**src/rtl/game_sequencer_pkg.sv**
```systemverilog
// rtl/game_sequencer_pkg.sv - game flow state encoding and default frame counts
package vgaPkg;

  typedef enum logic [2:0] {
    ST_MENU  = 3'd0,
    ST_INTRO = 3'd1,
    ST_PLAY  = 3'd2,
    ST_PAUSE = 3'd3,
    ST_OVER  = 3'd4
  } game_state_t;

  localparam int INTRO_FRAMES_DEF = 120;
  localparam int OVER_FRAMES_DEF  = 180;

  // Frame counter width; never below one bit so a 1-frame phase still has a counter.
  function automatic int frame_cnt_width(input int a, input int b);
    int m;
    m = (a > b) ? a : b;
    return (m < 2) ? 1 : $clog2(m);
  endfunction

endpackage

```
**src/rtl/game_sequencer_if.sv**
```systemverilog
// rtl/game_sequencer_if.sv - game sequencer signal bundle; master is the game/timing side
interface game_sequencer_if;
  logic       vblnk;
  logic       start_btn;
  logic       pause_btn;
  logic       win;
  logic       lose;
  logic       start_game;
  logic       animation;
  logic       game_over;
  logic       result;
  logic       frame_tick;
  logic [2:0] state;

  modport master (
    output vblnk, start_btn, pause_btn, win, lose,
    input  start_game, animation, game_over, result, frame_tick, state
  );

  modport slave (
    input  vblnk, start_btn, pause_btn, win, lose,
    output start_game, animation, game_over, result, frame_tick, state
  );
endinterface

```
**src/rtl/game_sequencer_btn_edge_sync.sv**
```systemverilog
// rtl/game_sequencer_btn_edge_sync.sv - 2-flop synchronizer plus registered rising-edge pulse
module btn_edge_sync (
  input  logic clk,
  input  logic rst_n,
  input  logic btn,
  output logic pulse
);

  logic sync1_q, sync1_d;
  logic sync2_q, sync2_d;
  logic prev_q, prev_d;
  logic pulse_q, pulse_d;

  always_comb begin
    sync1_d = btn;
    sync2_d = sync1_q;
    prev_d  = sync2_q;
    pulse_d = sync2_q & ~prev_q;
  end

  always_ff @(posedge clk or negedge rst_n) begin
    if (!rst_n) begin
      sync1_q <= 1'b0;
      sync2_q <= 1'b0;
      prev_q  <= 1'b0;
      pulse_q <= 1'b0;
    end else begin
      sync1_q <= sync1_d;
      sync2_q <= sync2_d;
      prev_q  <= prev_d;
      pulse_q <= pulse_d;
    end
  end

  assign pulse = pulse_q;

endmodule

```
**src/rtl/game_sequencer.sv**
```systemverilog
// rtl/game_sequencer.sv - menu/intro/play/over flow paced by vblank frame ticks
// GAME_PAUSE_EN adds the PAUSE state and the pause button path.
module game_sequencer
  import vgaPkg::*;
#(
  parameter int INTRO_FRAMES = INTRO_FRAMES_DEF,
  parameter int OVER_FRAMES  = OVER_FRAMES_DEF
) (
  input  logic             clk,
  input  logic             rst,
  game_sequencer_if.slave  gs
);

  localparam int CNT_W = frame_cnt_width(INTRO_FRAMES, OVER_FRAMES);
  localparam logic [CNT_W-1:0] INTRO_LAST = CNT_W'(INTRO_FRAMES - 1);
  localparam logic [CNT_W-1:0] OVER_LAST  = CNT_W'(OVER_FRAMES - 1);

  logic start_p;
  logic pause_p;

  btn_edge_sync u_start_sync (
    .clk   (clk),
    .rst_n (rst),
    .btn   (gs.start_btn),
    .pulse (start_p)
  );

`ifdef GAME_PAUSE_EN
  btn_edge_sync u_pause_sync (
    .clk   (clk),
    .rst_n (rst),
    .btn   (gs.pause_btn),
    .pulse (pause_p)
  );
`else
  assign pause_p = 1'b0;
`endif

  game_state_t      state_q, state_d;
  logic [CNT_W-1:0] frame_cnt_q, frame_cnt_d;
  logic             result_q, result_d;
  logic             vblnk_q, vblnk_d;
  logic             frame_tick_q, frame_tick_d;
  logic             start_game_q, start_game_d;
  logic             animation_q, animation_d;
  logic             game_over_q, game_over_d;

  always_comb begin
    vblnk_d      = gs.vblnk;
    frame_tick_d = gs.vblnk & ~vblnk_q;
    state_d      = state_q;
    frame_cnt_d  = frame_cnt_q;
    result_d     = result_q;

    case (state_q)
      ST_MENU: begin
        if (start_p) begin
          state_d     = ST_INTRO;
          frame_cnt_d = '0;
        end
      end
      ST_INTRO: begin
        if (frame_tick_q) begin
          if (frame_cnt_q == INTRO_LAST) begin
            state_d     = ST_PLAY;
            frame_cnt_d = '0;
          end else begin
            frame_cnt_d = frame_cnt_q + 1'b1;
          end
        end
      end
      ST_PLAY: begin
        // lose dominates a simultaneous win
        if (gs.win || gs.lose) begin
          state_d     = ST_OVER;
          result_d    = ~gs.lose;
          frame_cnt_d = '0;
        end else if (pause_p) begin
          state_d = ST_PAUSE;
        end
      end
`ifdef GAME_PAUSE_EN
      ST_PAUSE: begin
        if (pause_p) begin
          state_d = ST_PLAY;
        end
      end
`endif
      ST_OVER: begin
        if (frame_tick_q) begin
          if (frame_cnt_q == OVER_LAST) begin
            state_d     = ST_MENU;
            frame_cnt_d = '0;
          end else begin
            frame_cnt_d = frame_cnt_q + 1'b1;
          end
        end
      end
      default: begin
        state_d     = ST_MENU;
        frame_cnt_d = '0;
      end
    endcase

    // Outputs decoded from the next state so they line up with state_q.
    start_game_d = (state_d != ST_MENU);
    animation_d  = (state_d == ST_INTRO);
    game_over_d  = (state_d == ST_OVER);
  end

  always_ff @(posedge clk or negedge rst) begin
    if (!rst) begin
      state_q      <= ST_MENU;
      frame_cnt_q  <= '0;
      result_q     <= 1'b0;
      vblnk_q      <= 1'b0;
      frame_tick_q <= 1'b0;
      start_game_q <= 1'b0;
      animation_q  <= 1'b0;
      game_over_q  <= 1'b0;
    end else begin
      state_q      <= state_d;
      frame_cnt_q  <= frame_cnt_d;
      result_q     <= result_d;
      vblnk_q      <= vblnk_d;
      frame_tick_q <= frame_tick_d;
      start_game_q <= start_game_d;
      animation_q  <= animation_d;
      game_over_q  <= game_over_d;
    end
  end

  assign gs.start_game = start_game_q;
  assign gs.animation  = animation_q;
  assign gs.game_over  = game_over_q;
  assign gs.result     = result_q;
  assign gs.frame_tick = frame_tick_q;
  assign gs.state      = state_q;

endmodule

```
**src/flat_wrapper.sv**
```systemverilog
// flat-port wrapper written by rule: the top's interface ports become plain ports
module game_sequencer_flat import vgaPkg::*;
#(
  parameter int INTRO_FRAMES = INTRO_FRAMES_DEF,
  parameter int OVER_FRAMES  = OVER_FRAMES_DEF
)
  (clk, rst, gs_vblnk, gs_start_btn, gs_pause_btn, gs_win, gs_lose, gs_start_game, gs_animation, gs_game_over, gs_result, gs_frame_tick, gs_state);
  game_sequencer_if gs_i ();
  input  logic clk;
  input  logic rst;
  input wire logic [$bits(gs_i.vblnk)-1:0] gs_vblnk;
  input wire logic [$bits(gs_i.start_btn)-1:0] gs_start_btn;
  input wire logic [$bits(gs_i.pause_btn)-1:0] gs_pause_btn;
  input wire logic [$bits(gs_i.win)-1:0] gs_win;
  input wire logic [$bits(gs_i.lose)-1:0] gs_lose;
  output wire logic [$bits(gs_i.start_game)-1:0] gs_start_game;
  output wire logic [$bits(gs_i.animation)-1:0] gs_animation;
  output wire logic [$bits(gs_i.game_over)-1:0] gs_game_over;
  output wire logic [$bits(gs_i.result)-1:0] gs_result;
  output wire logic [$bits(gs_i.frame_tick)-1:0] gs_frame_tick;
  output wire logic [$bits(gs_i.state)-1:0] gs_state;
  assign gs_i.vblnk = gs_vblnk;
  assign gs_i.start_btn = gs_start_btn;
  assign gs_i.pause_btn = gs_pause_btn;
  assign gs_i.win = gs_win;
  assign gs_i.lose = gs_lose;
  assign gs_start_game = gs_i.start_game;
  assign gs_animation = gs_i.animation;
  assign gs_game_over = gs_i.game_over;
  assign gs_result = gs_i.result;
  assign gs_frame_tick = gs_i.frame_tick;
  assign gs_state = gs_i.state;
  game_sequencer #(.INTRO_FRAMES(INTRO_FRAMES), .OVER_FRAMES(OVER_FRAMES)) u_core (.clk(clk), .rst(rst), .gs(gs_i));
endmodule
```
**config.mk**
```make
export PLATFORM = sky130hd
export DESIGN_NAME = game_sequencer_flat
export DESIGN_NICKNAME = d
export VERILOG_FILES = /design/src/rtl/game_sequencer_pkg.sv /design/src/rtl/game_sequencer_if.sv /design/src/rtl/game_sequencer_btn_edge_sync.sv /design/src/rtl/game_sequencer.sv /design/src/flat_wrapper.sv
export SDC_FILE = /design/constraint.sdc
export NUM_CORES = 1
export LEC_CHECK = 0
export ABC_AREA = 1
export BUFFER_PORTS_ARGS = -buffer_cell sky130_fd_sc_hd__buf_4
export CELL_PAD_IN_SITES_DETAIL_PLACEMENT = 0
export CELL_PAD_IN_SITES_GLOBAL_PLACEMENT = 2
export CORE_AREA = 3 3 51 71
export DETAILED_ROUTE_END_ITERATION = 10
export DIE_AREA = 0 0 54 74
export PLACE_DENSITY = 0.82
export SYNTH_ARGS = -nofsm -noshare
export SYNTH_HDL_FRONTEND = slang
export SYNTH_SLANG_ARGS = --single-unit
```
**constraint.sdc**
```tcl
create_clock -name clk -period 3.8 [get_ports clk]
set_input_delay 0 -clock clk [delete_from_list [all_inputs] [get_ports clk]]
set_output_delay 0 -clock clk [all_outputs]
set_load 0.02 [all_outputs]
```
# Word level (Yosys, flattened, before mapping)
# Index checks and enable logic that the tools add are counted.
[op_classes]
addsub = 1
multipliers = 0
n_div = 0
magnitude_cmp = 0
eq_ne = 11
shifts = 0
n_mux = 14
bitwise_logic = 5
n_reduce_logical = 5
[ops]
columns = ["op", "count"]
rows = [
  ["8-bit two-way mux", 6],
  ["8-bit case mux with 4 select lines", 1],
  ["3-bit two-way mux", 6],
  ["3-bit case mux with 4 select lines", 1],
  ["8-bit by 1-bit adder with 8-bit output, second input constant", 1],
  ["8-bit by 7-bit equality test with 1-bit output, second input constant", 1],
  ["8-bit equality test, second input constant", 1],
  ["3-bit by 1-bit equality test with 1-bit output, second input constant", 2],
  ["3-bit equality test, second input constant", 2],
  ["2-bit by 1-bit inequality test with 1-bit output, second input constant", 3],
  ["4-bit AND reduction", 1],
  ["3-bit by 2-bit equality test with 1-bit output, second input constant", 1],
  ["3-bit zero test", 1],
  ["1-bit inverter", 3],
  ["3-bit nonzero test", 1],
  ["1-bit AND", 2],
  ["2-bit inequality test, second input constant", 1],
  ["2-bit AND reduction", 1],
  ["1-bit logical OR", 1],
]
[word_totals]
register_bits = 21
latch_bits = 0
ramBits = 0
rom_bits = 0
in_bits = 7
output_inout_bits = 8
elab_cells = 48
memories = 0

# Longest topological paths before layout
[depth]
depth_word = 5
mapped_depth = 8
mapped_depth_nobuf = 8

# Hierarchy
# Synthesis repeated with hierarchy kept, for this count alone.
[unflattened]
hier_cells = 130
area_unflattened_um2 = 1023.5
[by_module_without_submodules]
columns = ["mod", "instances", "cells_each", "area_per_inst_um2", "seq_area_each_um2"]
rows = [
  ["game_sequencer", 1, 124, 913.4, 425.4],
  ["btn_edge_sync", 1, 6, 110.1, 100.1],
]

# Worst setup path before layout
# OpenSTA, ideal clock, no wires.
[synth_timing]
kind = "reg2reg"
from = "register u_core.frame_cnt_q[0]"
to = "register u_core.start_game_q (netlist: u_core.gs.start_game)"
setup_time_ns = 0.126
t_arrival_ns = 1.129
required_ns = 3.674
path_slack_ns = 2.545
path_stages_with_launch = 7
n_path_buf = 0
synth_period_minus_slack_ns = 1.255
path_cell_list = "dfrtp_1 -> ha_1 -> nand2_1 -> nor2_2 -> nand3_1 -> a21oi_2 -> nand3_2"
[synth_between]
elab_chain_len = 5
elab_cells_between_ends = 8
cone_classes = "eq/ne: 2; mux: 5; reduce/logical: 1"
[synth_lines]
columns = ["item", "line", "text"]
rows = [
  ["start: declaration", "game_sequencer.sv:40", "logic [CNT_W-1:0] frame_cnt_q, frame_cnt_d;"],
  ["start signal: assignment", "game_sequencer.sv:123", "frame_cnt_q <= frame_cnt_d;"],
  ["8-bit equality test or 8-bit by 7-bit equality test with 1-bit output (tied branches)", "game_sequencer.sv:91, game_sequencer.sv:64", ""],
  ["3-bit two-way mux (on tied branches)", "game_sequencer.sv:91, game_sequencer.sv:64", ""],
  ["3-bit two-way mux (on tied branches)", "game_sequencer.sv:90, game_sequencer.sv:63", ""],
  ["3-bit case mux with 4 select lines *", "game_sequencer.sv:55", "case (state_q)"],
  ["3-bit nonzero test *", "game_sequencer.sv:106", "start_game_d = (state_d != ST_MENU);"],
  ["net u_core.start_game_d", "game_sequencer.sv:44", "logic start_game_q, start_game_d;"],
  ["end signal: assignment", "game_sequencer.sv:127", "start_game_q <= start_game_d;"],
  ["end: declaration", "game_sequencer.sv:44", ""],
]
# Mark *: on every way through the listed nets, which the timed path passes. The rest lies on a longest branch.
# A chain may end at the register's enable or synchronous reset.

# Worst setup path in the final report
# Same ends and word-level chain as after synthesis.

==> results.cfg <==
[run_status]
status = finished, final reports clean

[placement]
dp.cells = 179
dp_hpwl_um = 1633
io_buffer_count = 13
gp_congestion = 0.7468

[sta]
clock.fmax_mhz = 705.5
slew_violations = 0
fin_crit_sh = 0.3730
setup_viol = 0
rsz0062_at_grt = false
clock-skew-final_ns = 0.003507
setup_tns_ns = 0
hold_violations = 0
min_period_ns = 1.418
slew_headroom = 0.7474
worst_pin_slew_ns = 0.3769

[floorplanning]
die_w_um = 54
chipHeight_um = 74
core-area_sq_um = 3093
rows = 24
dieArea_sq_um = 3996
ios = 15
initial_core_util = 0.3386

[worst_setup_path]
reg2reg_to = u_core.gs.start_game
crit_slowest_cell = dfrtp_1
cp_top_family = simple AND/OR/NAND/NOR gates
required_ns = 3.95
path_max_fanout = 5
cp-end-kind = flop
crit_buf_inv = 0
path_cells = ha_1 -> nand2_1 -> nor2_2 -> nand3_1 -> a21oi_2 -> nand3_2
arrival_ns = 1.57
reg2reg_depth = 6
start_kind = flop
regToRegStartpoint = u_core.frame_cnt_q[0]
cpPeakStageDelay_ns = 0.42
crit_type = flop to flop
rrSetupSlack_ns = 2.38

[routing]
antenna_left = 0
remaining_drc_errors = 0
vias_per_cell = 4.626
drtIter0Drc = 29
routed_wl_um = 2200
dr.pass1.iters = 4
wl_per_cell_um = 11.76
route.vias.total = 865

[pwr]
peakVddDrop_v = 0.0001900
pwr-share-seq = 0.506
fin_total_pwr_w = 0.0005637
p_comb_frac = 0.223
p_sw_w = 0.0001875
swShare = 0.3326
p_int_w = 0.0003762
power_density_nw_per_um2 = 439.5
clkPwrFrac = 0.272
p_leak_nw = 0.6514

[hold_path]
min_from = gs_win
hold_class = input port to flop
hold_path_depth = 4
min_to = u_core.gs.state[1]

[cts]
h-tree-depth = 1
clk_pin_slew_ns = 0.08
cts_buffers = 3
clock_latency_ns = 0.26
cts.repair.resized = 0
numClockSinks = 21
ctsHoldBuffers = 4
cts_setup_buffers = 0
cts_tree = done
cts-root-buf = clkbuf_8
clk_path_buf_depth = 2

[synth]
ys_types = 21
async_flop_share = 1.000
yosysMostFrequentCell = nand2_1
synth_top_family_by_area = simple AND/OR/NAND/NOR gates
synth_common_cells = nand2_1, dfrtp_1, inv_1, nand3_1, nor2_1
syn_inst = 127
synth_edf_count = 0
syn_avg_cell_area_sq_um = 8.246
synth-xor-area-share = 0.008363
seq_area_frac_synth = 0.5018
yosysWarnings = 0
synth-compound-area-share = 0.03465
synthTopCellsByArea = dfrtp_1, nand2_1, nand3_1
synth_top_area_share = 0.5018
syn_area_sq_um = 1047
yosys.area.top_type = dfrtp_1
ys_ff_latch = 21
synthSimpleGateAreaFrac = 0.3728
synthAdderAreaFrac = 0.01195
synth_nets = 135
synth_top_flop_cell = dfrtp_1
synthMuxAreaShare = 0

[grt]
grt_pass1_vias = 871
grt_use_total = 0.1326
antenna_found_initial = 0
grt.overflow.total = 0
grt_start_max_net_pins = 22
grt_pass1_wl_um = 3843

[flow_run]
maxCapViolCount = 0

[finish]
final_nets = 157
area_delta_synth_final_pct = 22.46
stdcell_count = 187
drive_gt1_frac = 0.2365
antenna_cells = 0
stage by stage:
step | instance area (sq um) | hold slack (ns) | utilization | setup WS (ns)
3_5_place_dp | 1194 | -0.09267 | 0.3859 | 2.391
3_3_place_gp | 1194 | -0.1041 | 0.3859 | 2.410
5_1_grt | 1282 | 0.1231 | 0.4146 | 2.179
2_1_floorplan | 1047 | -0.2956 | - | 2.545
4_1_cts | 1282 | 0.1119 | 0.4146 | 2.375
6_report | 1282 | 0.1087 | 0.4146 | 2.382
cells in the final DEF (no fill, tap or decap), drive strengths merged, types with 2 or more instances in the layout:
master       synthesis  layout
nand3               15      15
nand2               43      43
nand3b               2       2
dlygate4sd3          0       4
buf                  0      13
nor3                 3       3
nand4                4       4
a21oi                2       2
clkbuf               0       3
nor2                12      12
o21ai                3       3
dfrtp               21      21
inv                 19      19
power groups by stage:
stage	logic (W)	registers, W	clock network, W
after floorplan	0.0000846	0.000286	0
after global placement	0.000120	0.000288	0
after detailed placement	0.000124	0.000289	0
after CTS	0.000128	0.000285	0.000159
after global routing	0.000148	0.000291	0.000169
final	0.000125	0.000285	0.000153
logic make-up (layout without fill, tap and decap cells):
family | count (synthesis) | after routing
AO/OA/AOI/OAI | 5 | 5
XOR/XNOR | 1 | 1
adder cells (fa/ha/maj) | 1 | 1
buffers and inverters | 19 | 40
flip-flops | 21 | 21
AND/OR/NAND/NOR | 80 | 80
state kept, by name, indices dropped and copies added (netlist names):
signal                       cells
u_core.frame_cnt_q               8
u_core.gs.animation              1
u_core.gs.frame_tick             1
u_core.gs.game_over              1
u_core.gs.result                 1
u_core.gs.start_game             1
u_core.gs.state                  3
u_core.u_start_sync.prev_d       1
u_core.u_start_sync.prev_q       1
u_core.u_start_sync.pulse        1
u_core.u_start_sync.sync1_q      1
u_core.vblnk_q                   1
worst max-delay path by stage:
stage,from,endpoint,slack [ns],depth (start not counted)
2_1_floorplan,u_core.frame_cnt_q[0],u_core.gs.start_game,2.55,6
3_3_place_gp,u_core.frame_cnt_q[0],u_core.gs.start_game,2.41,6
3_5_place_dp,u_core.frame_cnt_q[0],u_core.gs.start_game,2.39,6
4_1_cts,u_core.frame_cnt_q[0],u_core.gs.start_game,2.38,6
5_1_grt,u_core.frame_cnt_q[0],u_core.frame_cnt_q[0],2.18,7
6_report,u_core.frame_cnt_q[0],u_core.gs.start_game,2.38,6
worst register-to-register path, delay by kind of cell (launching register included):
| kind | cells | cell delay (ns) |
|---|---|---|
| AO/OA/AOI/OAI | 1 | 0.21 |
| adder cells (fa/ha/maj) | 1 | 0.22 |
| flip-flops | 1 | 0.42 |
| AND/OR/NAND/NOR | 4 | 0.45 |
area by class of cell:
cell class	instances	area [sq um]
Clock inverter	1	7.507
Inverter	19	73.82
Tap cell	39	48.80
Multi-Input combinational cell	87	447.9
Timing Repair Buffer	17	137.6
Sequential cell	21	525.5
Clock buffer	3	41.29
Fill cell	313	1810
per-layer routing:
layer	global-route usage	part of all wire	vias up
met4	0.05817	0.013	0
li1	-	-	440
met2	0.2426	0.53	10
met1	0.1480	0.42	411
met3	0.01804	0.029	4
met5	0	0	-
Note: power is estimated with default switching activity, not from simulation.
